$ cat config.mk
export PLATFORM = sky130hd
export DESIGN_NAME = ifetch
export DESIGN_NICKNAME = d
export VERILOG_FILES = /design/src/rtl/ifetch.sv
export SDC_FILE = /design/constraint.sdc
export NUM_CORES = 1
export LEC_CHECK = 0
export CORE_MARGIN = 5
export CORE_UTILIZATION = 55
export DETAILED_ROUTE_END_ITERATION = 16
export DONT_BUFFER_PORTS = 1
export HOLD_SLACK_MARGIN = 0.02
export PLACE_DENSITY = 0.76
export SLEW_MARGIN = 20
export SYNTH_ARGS = -nofsm -noshare
export SYNTH_HDL_FRONTEND = slang
export SYNTH_SLANG_ARGS = --single-unit
$ cat constraint.sdc
create_clock -name clk -period 2.3 [get_ports clk]
set_input_delay 0.575 -clock clk [delete_from_list [all_inputs] [get_ports clk]]
set_output_delay 0.575 -clock clk [all_outputs]
set_load 0.005 [all_outputs]
$ cat src/rtl/ifetch.sv
// rtl/ifetch.sv - single-outstanding instruction fetch unit
//
// Ports:
//   clk, nrst                       clock, synchronous active-low reset
//   imem_req_valid/ready/addr       instruction-memory read request
//   imem_rsp_valid/data             instruction-memory read response
//   instr_valid, instr_out, pc      fetched instruction held for the control stage
//   pc_next, instr_ack              next PC and retire strobe from the control stage
//   fetch_err                       sticky misaligned-target trap
module ifetch #(
  parameter logic [31:0] RESET_PC = 32'h0000_0000
) (
  input  logic        clk,
  input  logic        nrst,
  output logic        imem_req_valid,
  input  logic        imem_req_ready,
  output logic [31:0] imem_req_addr,
  input  logic        imem_rsp_valid,
  input  logic [31:0] imem_rsp_data,
  output logic        instr_valid,
  output logic [31:0] instr_out,
  output logic [31:0] pc,
  input  logic [31:0] pc_next,
  input  logic        instr_ack,
  output logic        fetch_err
);

  localparam logic [31:0] NOP = 32'h0000_0013;

  typedef enum logic [1:0] {
    S_REQ  = 2'd0,
    S_WAIT = 2'd1,
    S_HOLD = 2'd2,
    S_TRAP = 2'd3
  } state_t;

  state_t      state_q, state_d;
  logic [31:0] pc_q, pc_d;
  logic [31:0] instr_q, instr_d;

  always_ff @(posedge clk) begin
    if (!nrst) begin
      state_q <= S_REQ;
      pc_q    <= RESET_PC;
      instr_q <= NOP;
    end else begin
      state_q <= state_d;
      pc_q    <= pc_d;
      instr_q <= instr_d;
    end
  end

  // Responses are only consumed in WAIT and acks only in HOLD, so a stray
  // rsp_valid or ack in any other state has no effect by construction.
  always_comb begin
    state_d = state_q;
    pc_d    = pc_q;
    instr_d = instr_q;
    case (state_q)
      S_REQ: begin
        if (imem_req_ready) begin
          state_d = S_WAIT;
        end
      end
      S_WAIT: begin
        if (imem_rsp_valid) begin
          instr_d = imem_rsp_data;
          state_d = S_HOLD;
        end
      end
      S_HOLD: begin
        if (instr_ack) begin
          pc_d    = pc_next;
          // A misaligned target is still latched into pc so it can be inspected.
          state_d = (pc_next[1:0] == 2'b00) ? S_REQ : S_TRAP;
        end
      end
      S_TRAP: begin
        state_d = S_TRAP;
      end
      default: begin
        state_d = S_REQ;
      end
    endcase
  end

  assign imem_req_valid = (state_q == S_REQ);
  assign imem_req_addr  = pc_q;
  assign instr_valid    = (state_q == S_HOLD);
  assign instr_out      = instr_q;
  assign pc             = pc_q;
  assign fetch_err      = (state_q == S_TRAP);

endmodule

==> run summary <==
post-synthesis mux area share - 0.991%
diodes inserted - 0
Residual DRC - 0
first-pass GRT wire length - 9.66 mm
cts bufs inserted - 9
Switch Pwr - 0.514 mW
Hold-fix buffers, CTS - 0
CP Buf/Inv Count - 0
Max Cap Violations - 0
Comb power frac - 4.6%
RSZ-0062 raised after global routing - no
Static Leak - 1.02 nW
Worst-path clk slew - 0.07 ns
initial antenna violation count - 0
row cnt - 27
minimum clock period - 1.69 ns
post-CTS setup buffer count - 0
Sequential Area - 1320 sq um
final period utilization - 73.7%
final setup fails - 0
Total GRT Usage - 17.1%
Post-Synth Adder-Cell Area - 0%
fmax - 590 MHz
io pins - 168
Vias - 1,935
post-synth top area cell - dfxtp_1
Cell Pwr Density - 813 nW/um^2
Synth Area in Compound Gates - 14.9%
largest net degree at the start of global routing - 128
synth unique cells - 23
Crit Path Class - reg2out
number of global-route vias before repair - 1,860
Max stage delay on crit path - 0.50 ns
H-tree levels - 3
peak supply drop - 0.438 mV
EDFF count, synth - 0
Final TNS setup - 0 ns
CP endpoint kind - output pin
DRT Pass-1 Iters - 4
Clock Skew - 0.0117 ns
drt wl/cell - 17.1 um
GPL Wtd Cong - 0.746
Pins Over Slew Limit - 0
Fillers - 507
largest family of logic cells by synthesized area - simple AND/OR/NAND/NOR gates
Worst Max-Slew Pin Slew - 0.564 ns
Design Power - 2.35 mW
Area Overhead vs Synth - -4.46%
Worst Hold Class - in2reg
crit path launch type - register
Fin. Hold Viols - 0
Reg power frac - 52.4%
Core Footprint - 5440 sq um
1st-iter DRT viols - 65
critical path data arrival time - 1.12 ns
Seq/Total Area, Yosys - 43.6%
Int Power - 1.84 mW
fin nets - 350
Cell Area, Synth - 3030 sq um
Critical Path RT - 1.73 ns
area taken by multi-input logic gates - 1240 sq um
largest cells by area after synthesis - dfxtp_1 (44%), nand3_2 (9.3%), o21ai_2 (9.3%)
Port Buffers - 0
Post-Synth XOR/XNOR Area - 0%
sw frac - 21.9%
asr flop ratio synth - 0%
dpl cell area - 2690 sq um
most frequent cells in the layout - dfxtp_1 (66), nand2_1 (65), nand3_1 (33), o21ai_2 (32), o21ai_0 (29)
Post-synth top flop - dfxtp_1
commonest non-fill, non-tap cell in the layout - dfxtp_1
Resized Gates After CTS - 0
Final ANT Viol Nets - 0
share of cells above drive strength 1 - 27.4%
Synth Register Bits - 66
Post-Synth Simple-Gate Area - 25.0%
height of the die - 84.2 um
die area - 7090 sq um
clock power share - 42.9%
final instance area - 2890 sq um
syn avg cell area - 9.24 sq um
WL final - 6.11 mm
status - complete, no violations
TritonCTS sink count - 66
Largest delay share family, worst path - flip-flops
CTS root buf - clkbuf_8
Synth top area share - 43.6%
worst-skew pair later-pin latency - 0.34 ns
DR vias/cell - 5.42
final cell utilization of the core - 53.2%
Initial Utilization - 55.7%
Die X - 84.2 um
overflow left after global routing - 0
CTS Buffer Depth - 2
hpwl dp - 4.26 mm
Max FO, Critical Path - 9
CTS tree - built
Critical Path, Cell by Cell - and2b_2
Gate Count Post-Synth - 328
worst rel slew slack - 62.4%
yosys synthesis warning count - 0
Post-Syn Nets - 397
Critical Path Slowest Stage Cell - dfxtp_1
registers in the layout, summed over array words and instances, names as in the netlist:
name           count
imem_req_addr     32
state_q            2
instr_out         32
path summary, 6_finish.rpt:
check               start           endpoint  slack [ns]  cells after the start
min reg2reg  instr_out[8]       instr_out[8]        0.49                      2
max reg2reg    state_q[0]  imem_req_addr[21]        0.76                      4
min                  nrst       instr_out[0]        0.31                      1
max            state_q[0]        instr_valid        0.61                      1
logic make-up (layout without fill, tap and decap cells):
logic type,Yosys count,in the layout
simple gates,134,134
compound gates,65,65
mux,3,3
flops,66,66
buf+inv,60,17
per-stage QoR:
stage	hold slack, ns	worst slack, ns	instances
CTS	0.297	0.580	357
finish	0.314	0.606	357
global route	0.296	0.529	357
global placement	0.470	0.754	342
detailed placement	0.485	0.737	342
floorplan	0.453	0.979	328
power groups by stage:
| stage | clock, mW | combinational, mW | sequential [mW] |
|---|---|---|---|
| final | 1.01 | 0.109 | 1.23 |
| after global routing | 1.10 | 0.125 | 1.24 |
| after CTS | 1.04 | 0.112 | 1.23 |
| after detailed placement | 0 | 0.112 | 1.26 |
| after global placement | 0 | 0.106 | 1.26 |
| after floorplan | 0 | 0.174 | 1.24 |
per-layer routing:
layer  wire (um)  GRT usage (%)  vias to the layer above
li1            -              -                      979
met4         104           7.02                        0
met2        2960           28.2                       98
met5           0              0                        -
met3         598           7.65                       10
met1        2440           19.3                      848
synth_stat cells (4+ instances only):
cell	instances
dfxtp_1	66
nand2_1	65
buf_4	36
nand3_1	33
o21ai_2	32
o21ai_0	29
nand3_2	28
buf_6	7
buf_2	6
buf_1	4
clkbuf_1	4
area by class of cell:
| class | count | area share [%] |
|---|---|---|
| clock buffers | 12 | 4.67 |
| multi-input cells | 202 | 42.9 |
| well taps | 72 | 3.11 |
| flip-flops and latches | 66 | 45.7 |
| repair buffers | 2 | 1.38 |
| clock inverters | 3 | 2.25 |
(Power assumes the default switching activity.)
